**config.mk**
```make
export PLATFORM = sky130hd
export DESIGN_NAME = ltoh_rx_buffer
export DESIGN_NICKNAME = d
export VERILOG_FILES = /design/src/rtl/ltoh_rx_buffer.sv
export SDC_FILE = /design/constraint.sdc
export NUM_CORES = 1
export LEC_CHECK = 0
export CAP_MARGIN = 15
export CORE_AREA = 4 4 224 226
export CTS_CLUSTER_DIAMETER = 200
export DETAILED_ROUTE_END_ITERATION = 6
export DIE_AREA = 0 0 228 230
export GPL_TIMING_DRIVEN = 0
export SYNTH_ARGS = -nofsm -noshare
export SYNTH_HDL_FRONTEND = slang
export SYNTH_SLANG_ARGS = --single-unit
```
**constraint.sdc**
```tcl
create_clock -name rclk -period 2.95 [get_ports rclk]
set_input_delay 0.4425 -clock rclk [delete_from_list [all_inputs] [get_ports rclk]]
set_output_delay 0.4425 -clock rclk [all_outputs]
set_load 0.005 [all_outputs]
```
**src/rtl/ltoh_rx_buffer.sv**
```systemverilog
// Fast-domain receive buffer of the low-to-high crossing: circular memory plus a
// registered valid/ready output stage. Optional drop counter: LTOH_RX_DROP_CNT_EN.
module ltoh_rx_buffer #(
    parameter int DATA_WIDTH = 32,
    parameter int ADD_WIDTH  = 4
) (
    input  logic                  rclk,
    input  logic                  rst_n,
    input  logic                  pe,
    input  logic [DATA_WIDTH-1:0] din,
    output logic [DATA_WIDTH-1:0] out_data,
    output logic                  out_valid,
    input  logic                  out_ready,
    output logic [ADD_WIDTH:0]    fill,
    output logic                  full,
    output logic                  ovf,
    input  logic                  ovf_clr
`ifdef LTOH_RX_DROP_CNT_EN
    ,
    output logic [15:0]           drop_cnt
`endif
);

    localparam int                   DEPTH    = 2 ** ADD_WIDTH;
    localparam logic [ADD_WIDTH:0]   FILL_MAX = (ADD_WIDTH + 1)'(DEPTH);
    localparam logic [ADD_WIDTH:0]   FILL_ONE = (ADD_WIDTH + 1)'(1);
    localparam logic [ADD_WIDTH-1:0] PTR_ONE  = ADD_WIDTH'(1);

    logic [DATA_WIDTH-1:0] r_mem [DEPTH];
    logic [ADD_WIDTH-1:0]  r_wr_ptr;
    logic [ADD_WIDTH-1:0]  r_rd_ptr;
    logic [ADD_WIDTH:0]    r_fill;
    logic                  r_full;
    logic [DATA_WIDTH-1:0] r_out_data;
    logic                  r_out_valid;
    logic                  r_ovf;

    logic                  w_wr_en;
    logic                  w_drop;
    logic                  w_load;
    logic [ADD_WIDTH:0]    w_fill_nxt;
    logic                  w_out_valid_nxt;

    // Write acceptance, output load decision and next occupancy / valid state.
    always_comb begin
        w_wr_en         = pe & ~r_full;
        w_drop          = pe & r_full;
        w_load          = (r_fill != {(ADD_WIDTH + 1){1'b0}}) & (~r_out_valid | out_ready);
        w_fill_nxt      = r_fill;
        w_out_valid_nxt = r_out_valid;
        if (w_wr_en & ~w_load) begin
            w_fill_nxt = r_fill + FILL_ONE;
        end else if (~w_wr_en & w_load) begin
            w_fill_nxt = r_fill - FILL_ONE;
        end else begin
            w_fill_nxt = r_fill;
        end
        // With nothing to load, a consumed word leaves the output stage empty.
        if (w_load) begin
            w_out_valid_nxt = 1'b1;
        end else if (out_ready) begin
            w_out_valid_nxt = 1'b0;
        end else begin
            w_out_valid_nxt = r_out_valid;
        end
    end

    // Storage array; deliberately not reset.
    always_ff @(posedge rclk) begin
        if (w_wr_en) begin
            r_mem[r_wr_ptr] <= din;
        end
    end

    // Pointers, occupancy, output stage and sticky overflow flag.
    always_ff @(posedge rclk or negedge rst_n) begin
        if (!rst_n) begin
            r_wr_ptr    <= {ADD_WIDTH{1'b0}};
            r_rd_ptr    <= {ADD_WIDTH{1'b0}};
            r_fill      <= {(ADD_WIDTH + 1){1'b0}};
            r_full      <= 1'b0;
            r_out_data  <= {DATA_WIDTH{1'b0}};
            r_out_valid <= 1'b0;
            r_ovf       <= 1'b0;
        end else begin
            if (w_wr_en) begin
                r_wr_ptr <= r_wr_ptr + PTR_ONE;
            end
            if (w_load) begin
                r_out_data <= r_mem[r_rd_ptr];
                r_rd_ptr   <= r_rd_ptr + PTR_ONE;
            end
            r_fill      <= w_fill_nxt;
            r_full      <= (w_fill_nxt == FILL_MAX);
            r_out_valid <= w_out_valid_nxt;
            if (w_drop) begin
                r_ovf <= 1'b1;
            end else if (ovf_clr) begin
                r_ovf <= 1'b0;
            end
        end
    end

`ifdef LTOH_RX_DROP_CNT_EN
    logic [15:0] r_drop_cnt;

    // Saturating drop counter; a coincident clear restarts the count at this drop.
    always_ff @(posedge rclk or negedge rst_n) begin
        if (!rst_n) begin
            r_drop_cnt <= 16'd0;
        end else if (w_drop) begin
            if (ovf_clr) begin
                r_drop_cnt <= 16'd1;
            end else if (r_drop_cnt != 16'hFFFF) begin
                r_drop_cnt <= r_drop_cnt + 16'd1;
            end
        end else if (ovf_clr) begin
            r_drop_cnt <= 16'd0;
        end
    end

    assign drop_cnt = r_drop_cnt;
`endif

    assign out_data  = r_out_data;
    assign out_valid = r_out_valid;
    assign fill      = r_fill;
    assign full      = r_full;
    assign ovf       = r_ovf;

endmodule

```
==> summary.txt, run 1 <==
Status
  – Outcome: finished clean

Clock tree
  – # Post-CTS Setup Buffers: 0
  – # clock sinks: 560
  – Num CTS Buffers: 56
  – Clock Latency Late Sink: approximately 0.6 ns
  – Clk slew on worst S/H paths: around 0.06 ns
  – CTS tree: built
  – CTS max path bufs: 3
  – H-Tree Depth: 2
  – Hold-fix buffers, CTS: 1
  – Clock root cell: clkbuf_16
  – Post-CTS sizing: 0

Die
  – Die X: 228 um
  – Die height: 230 um
  – Core Area: a little under 0.05 sq mm
  – Num rows: between 80 and 90
  – Io pins: 77
  – Die Footprint: 0.0524 sq mm
  – Initial core utilization: 44.5%

Global routing
  – First-pass GRT wire length: about 76 mm
  – Gr usage total: between 10% and 20%
  – Initial antenna violation count: 2
  – Via count of the first global-routing pass: 11200
  – GRT overflow: 0
  – Largest net degree at the start of global routing: between 40 and 50

Place
  – # port buffers: 76
  – Post-Place Cells: ~1800
  – Routability cong.: around 0.73
  – Placed wire-length estimate: between 30 and 40 mm

Routing
  – Initial DRC count: a little under 1000
  – # DRC: 0
  – Vias: approximately 11000
  – Vias per std cell: roughly 5.7
  – Total Routed Length: around 52 mm
  – Routed len/inst: between 20 and 30 um
  – ANT nets after route: 0
  – Drt pass-1 iters: 7

Timing
  – Final Hold Viols: 0
  – Period utilization: 87.2%
  – Fmax achieved: approximately 0.39 GHz
  – Relative slew margins: between 30% and 40%
  – Final Max Slew Viols: 0
  – Slew of the pin with the lowest slew margin: just over 1 ns
  – Final setup violation count: 0
  – Clock period minus worst slack: roughly 2.6 ns
  – Skew final: ~0.015 ns
  – RSZ-0062 raised after global routing: no

Final layout
  – Share of layout cells above drive strength 1: between 10% and 20%
  – Fillers: 3770
  – Leading cell type in the layout, fill and taps excluded: edfxtp_1
  – Most frequent cells in the layout: 512 x edfxtp_1, 128 x mux2i_1, 79 x a22oi_1
  – Nets: ~1300
  – Area growth from synthesis to layout: 17.4%
  – Post-Layout Cell Count: 1887

Hold path
  – Worst Hold Launch: ovf_clr
  – Hold Path Class: primary input to register

Critical path
  – Worst EP arrival: 3.11 ns
  – Critical path origin: fill[0]$_DFF_PN0_
  – Largest fanout on the critical path: 9
  – Classification of the worst setup path: register to register
  – Reg2Reg Launch Point: fill[0]$_DFF_PN0_
  – CP Launch Type: register
  – CP Data Required Time: 3.49 ns
  – Crit end category: register
  – R2R Setup Slk: 0.38 ns

Logic synthesis
  – Post-synthesis cell count: between 1000 and 1500
  – Sequential element share of the synthesized area: between 70% and 80%
  – Post-synth top area cell: edfxtp_1
  – Largest family of logic cells by synthesized area: multiplexers
  – Seq cells post-synth: between 500 and 600
  – Complex-gate fraction of the synthesized area: around 5.4%
  – Synth top area cells: edfxtp_1 71%, mux4_2 6.7%, mux2i_1 6.0%, dfrtp_1 5.6%, a22oi_1 2.8%
  – Post-Syn Area per Cell: between 20 and 25 sq um
  – Synth Area in Adders: less than 1%
  – Simple-gate area share of the yosys netlist: under 10%
  – Post-synth top area share: 71.5%
  – Syn Nets: between 1000 and 1500
  – Ys Warns: 0
  – Yosys cell types: 44
  – Post-Synth XOR/XNOR Area: 0.407%
  – Post-Syn Area: about 0.022 sq mm
  – Mux share of post-synthesis cell area: 12.7%

Power
  – Worst vdd ir: around 0.00049 V
  – Power, Total: between 0.02 and 0.025 W
  – Leakage: approximately 8.5 nW
  – Pwr per Cell Area: 959 mW/mm^2

Job
  – Max cap viols: 0
==> metal layers <==
metal	routed length, um	up-vias	track usage, %
met5	12	-	0
met1	22100	5725	27.4
met3	3110	70	3.01
li1	-	4683	-
met2	26200	309	33.7
met4	915	2	4.90
==> worst max-delay path, stage by stage, from the launching register on <==
cell      delay (ns)
dfrtp_1         0.46
inv_1           0.07
ha_1            0.23
nor4b_4         0.16
nor3_2          0.42
and2_1          0.20
clkbuf_1        0.62
a22oi_1         0.23
nand2_1         0.12
==> layout make-up <==
class                   count  area (sq um)  share of cell area, %
flip-flops and latches    560         16600                   65.6
multi-input cells         438          4600                   18.2
clock buffers              78          1570                   6.20
repair buffers             93          1100                   4.37
well taps                 622           778                   3.08
plain buffers              60           339                   1.34
clock inverters            28           272                   1.08
inverters                   6          22.5                 0.0892
diodes                      2          5.00                 0.0198
==> registers in the layout, summed over array words and instances (netlist names) <==
name and count:
full 1, r_wr_ptr 4, out_data 32, ovf 1, out_valid 1, fill 5
r_mem 512, r_rd_ptr 4
==> worst paths after layout <==
kind | endpoint | cells after the start
worst min-delay path | ovf$_DFFE_PN0P_ | 2
max in group asynchronous | out_data[12]$_DFFE_PN0P_ | 2
worst max-delay path | out_data[23]$_DFFE_PN0P_ | 8
worst max register to register | out_data[23]$_DFFE_PN0P_ | 8
worst min register to register | out_data[27]$_DFFE_PN0P_ | 2
min in group asynchronous | ovf$_DFFE_PN0P_ | 2
==> cell usage after synthesis (all sizes together) <==
| library cell | n |
|---|---|
| clkbuf | 25 |
| a41oi | 1 |
| a221oi | 1 |
| nor2 | 5 |
| nand4 | 2 |
| dfrtp | 48 |
| o22ai | 1 |
| xor2 | 2 |
| nor4b | 1 |
| and3 | 2 |
| nand2b | 1 |
| buf | 35 |
| or4 | 1 |
| mux4 | 64 |
| nor4 | 1 |
| a22oi | 96 |
| ha | 7 |
| edfxtp | 512 |
| a21oi | 1 |
| or2b | 1 |
| and2 | 21 |
| inv | 6 |
| nor2b | 4 |
| xnor2 | 8 |
| nand2 | 42 |
| a32oi | 32 |
| o211ai | 1 |
| o21ai | 5 |
| nor3 | 5 |
| or2 | 1 |
| mux2i | 128 |
| and4 | 1 |
| maj3 | 1 |
| nor3b | 2 |
==> metrics by stage <==
stage	setup TNS, ns	instance area [sq um]	setup WS, ns	utilization (%)	hold slack (ns)
CTS	0	25300	0.344	52.2	0.399
detailed placement	-13.34	23400	-0.207	48.4	0.485
finish	0	25300	0.378	52.2	0.428
floorplan	0	21500	0.527	-	0.147
global route	0	25300	0.222	52.2	0.453
global placement	-582.22	23100	-1.18	47.7	0.489
==> cells by family after synthesis <==
logic type,count (synthesis)
flops,560
mux,192
compound gates,138
simple gates,90
buf+inv,66
xor+xnor,10
fa+ha+maj,8
==> where the power goes <==
part | switching, W | internal [W]
sequential | 0.000464 | 0.00973
clock | 0.00294 | 0.00413
combinational | 0.00400 | 0.00296
Power figures use the tool's default switching activity.
==> run 2, diff against run 1 <==
--- a/config.mk
+++ b/config.mk
@@ -11,6 +11,7 @@
 export DETAILED_ROUTE_END_ITERATION = 6
 export DIE_AREA = 0 0 228 230
 export GPL_TIMING_DRIVEN = 0
+export PLACE_DENSITY = 0.72
 export SYNTH_ARGS = -nofsm -noshare
 export SYNTH_HDL_FRONTEND = slang
 export SYNTH_SLANG_ARGS = --single-unit
==> constraint.sdc (replaced) <==
create_clock -name rclk -period 3.2 [get_ports rclk]
set_input_delay 0.48 -clock rclk [delete_from_list [all_inputs] [get_ports rclk]]
set_output_delay 0.48 -clock rclk [all_outputs]
set_load 0.005 [all_outputs]
==> summary.txt, run 2 (same netlist as run 1, synthesis figures left out) <==
Timing
  – Slew of the pin with the lowest slew margin: 1.03 ns (-0.00923 ns)
  – Relative slew margins: 31.4% (+0.62 points)
  – RSZ-0062 raised after global routing: no
  – Final Hold Viols: 0 (unchanged)
  – Skew final: 0.00866 ns (-0.00658 ns)
  – Final setup violation count: 0 (unchanged)
  – Final Max Slew Viols: 0 (unchanged)
  – Clock period minus worst slack: 2.61 ns
  – Worst setup margin: 0.592 ns (+0.214 ns)
  – Fmax achieved: roughly 0.38 GHz
  – Period utilization: 81.5%

Routing
  – Vias: 10900 (+1.4%)
  – # DRC: 0 (unchanged)
  – Vias per std cell: 5.84 (+2.1%)
  – Drt pass-1 iters: 5 (-2)
  – Routed len/inst: 27.2 um (-1.8%)
  – Initial DRC count: 1059 (+10%)
  – Total Routed Length: 51.1 mm (-2.4%)
  – ANT nets after route: 0 (unchanged)

Power
  – Worst vdd ir: 0.000398 V (-19%)
  – Pwr per Cell Area: 881 mW/mm^2 (-8.1%)
  – Power, Total: 0.0222 W (-8.5%)
  – Leakage: 8.49 nW (-0.18%)

Critical path
  – Largest fanout on the critical path: 18 (+9)
  – Worst path slowest cell: and2_2
  – Crit end category: register
  – Crit-path max cell delay: 0.63 ns (about the same)
  – Worst path cell trace: clkdlybuf4s50_1 -> nor2b_1 -> clkbuf_8 -> clkbuf_1 -> and3_1 -> and2_2 -> buf_16
  – CP Launch Type: primary input
  – CP Data Required Time: 3.47 ns (-0.02 ns)
  – Worst EP arrival: 2.88 ns (-0.23 ns)
  – WP buf/inv: 4 (+2)
  – Classification of the worst setup path: primary input to register
  – Delay-heaviest family, CP: buffers and inverters

Place
  – Placed wire-length estimate: 30.6 mm (-2.0%)
  – Routability cong.: 0.756 (+3.7%)
  – Post-Place Cells: 1778 (unchanged)
  – Placed Instance Area: 0.0234 sq mm (unchanged)
  – # port buffers: 76 (unchanged)
  – Post-Place Setup Slack: 0.0357 ns (+0.243 ns)

Final layout
  – Utilization after layout: 52.0% (-0.20 points)
  – Area of the multi-input gates: 0.00460 sq mm (unchanged)
  – Post-Layout Cell Count: 1874 (-0.69%)
  – Top reg by flops: r_mem
  – Max reg flops: 512 (unchanged)
  – Most frequent cells in the layout: 512 x edfxtp_1, 128 x mux2i_1, 79 x a22oi_1
  – Share of layout cells above drive strength 1: 19.4% (+0.34 points)
  – FF+latch area: 0.0166 sq mm (unchanged)
  – Leading cell type in the layout, fill and taps excluded: edfxtp_1
  – Fillers: 3662 (-2.9%)
  – Final Cell Area: 0.0252 sq mm (-0.39%)
  – Area growth from synthesis to layout: 16.9%
  – Nets: 1254 (-0.40%)

Clock tree
  – Hold-fix buffers, CTS: 0 (-1)
  – # Post-CTS Setup Buffers: 0 (unchanged)
  – Clk slew on worst S/H paths: 0.06 ns (about the same)
  – CTS max path bufs: 3 (unchanged)
  – # clock sinks: 560 (unchanged)
  – CTS tree: built
  – Clock Latency Late Sink: 0.57 ns (-0.03 ns)
  – Clock root cell: clkbuf_16
  – H-Tree Depth: 2 (unchanged)
  – Num CTS Buffers: 52 (-7.1%)
  – Post-CTS sizing: 0 (unchanged)

Global routing
  – First-pass GRT wire length: 74.1 mm (-2.8%)
  – Largest net degree at the start of global routing: 49 (unchanged)
  – Gr usage total: 19.0% (-0.85 points)
  – Initial antenna violation count: 2 (unchanged)
  – GRT overflow: 0 (unchanged)
  – Via count of the first global-routing pass: 11300 (+0.29%)

Status
  – Outcome: finished clean

Die
  – Initial core utilization: 44.5% (unchanged)
  – Die Footprint: 0.0524 sq mm (unchanged)
  – Io pins: 77 (unchanged)
  – Die X: 228 um (unchanged)
  – Num rows: 81 (unchanged)
  – Die height: 230 um (unchanged)
  – Core Area: 0.0483 sq mm (unchanged)

Job
  – Max cap viols: 0 (unchanged)

Hold path
  – Hold Path Class: primary input to async pin
## run 2: cell count changes in the layout (fill, tap and decap cells not counted), sizes merged
cell	previous run	this run
clkinv	16	15
bufinv	5	6
inv	8	6
clkinvlp	5	1
clkbuf	103	98
diode	2	1
dlygate4sd3	1	0
## run 2: worst register-to-register path, delay by kind of cell (launching register included)
kind	cells	cell delay (ns)
simple gates	3	1.05
buf+inv	3	0.81
flops	1	0.41
## run 2: path summary, 6_finish.rpt
path | start | end | slack, ns | depth (start not counted)
setup / recovery | pe | r_mem[15][10]$_DFFE_PP_ | 0.59 | 7
hold / removal | rst_n | ovf$_DFFE_PN0P_ | 0.02 | 1
setup reg to reg | full$_DFF_PN0_ | r_mem[15][10]$_DFFE_PP_ | 0.62 | 6
hold reg to reg | out_data[27]$_DFFE_PN0P_ | out_data[27]$_DFFE_PN0P_ | 0.49 | 2
max in group asynchronous | rst_n | out_data[13]$_DFFE_PN0P_ | 2.63 | 1
min in group rclk | ovf_clr | ovf$_DFFE_PN0P_ | 0.48 | 2
## run 2: through the flow
stage,setup TNS (ns),hold WS [ns]
6_report,0,0.0207
5_1_grt,0,0.0572
4_1_cts,0,0.0385
3_5_place_dp,0,0.485
3_3_place_gp,-402.37,0.478
2_1_floorplan,0,0.184
## run 2: layout make-up
type / count / area share, %
multi-input cells: 438 / 18.3
repair buffers: 92 / 4.35
clock inverters: 22 / 1.03
plain buffers: 60 / 1.35
well taps: 622 / 3.09
inverters: 6 / 0.0895
flip-flops and latches: 560 / 65.9
clock buffers: 73 / 5.93
diodes: 1 / 0.00995
## run 2: where the power goes
group / switching, W / internal (W)
clock: 0.00260 / 0.00372
sequential: 0.000437 / 0.00897
combinational: 0.00372 / 0.00273
## run 2: metal layers
metal	part of all wire [%]	track usage [%]	up-vias
li1	-	-	4668
met1	40	25.9	5709
met2	50	32.1	485
met3	7.7	3.31	80
met4	2.2	5.07	0
met5	0	0	-
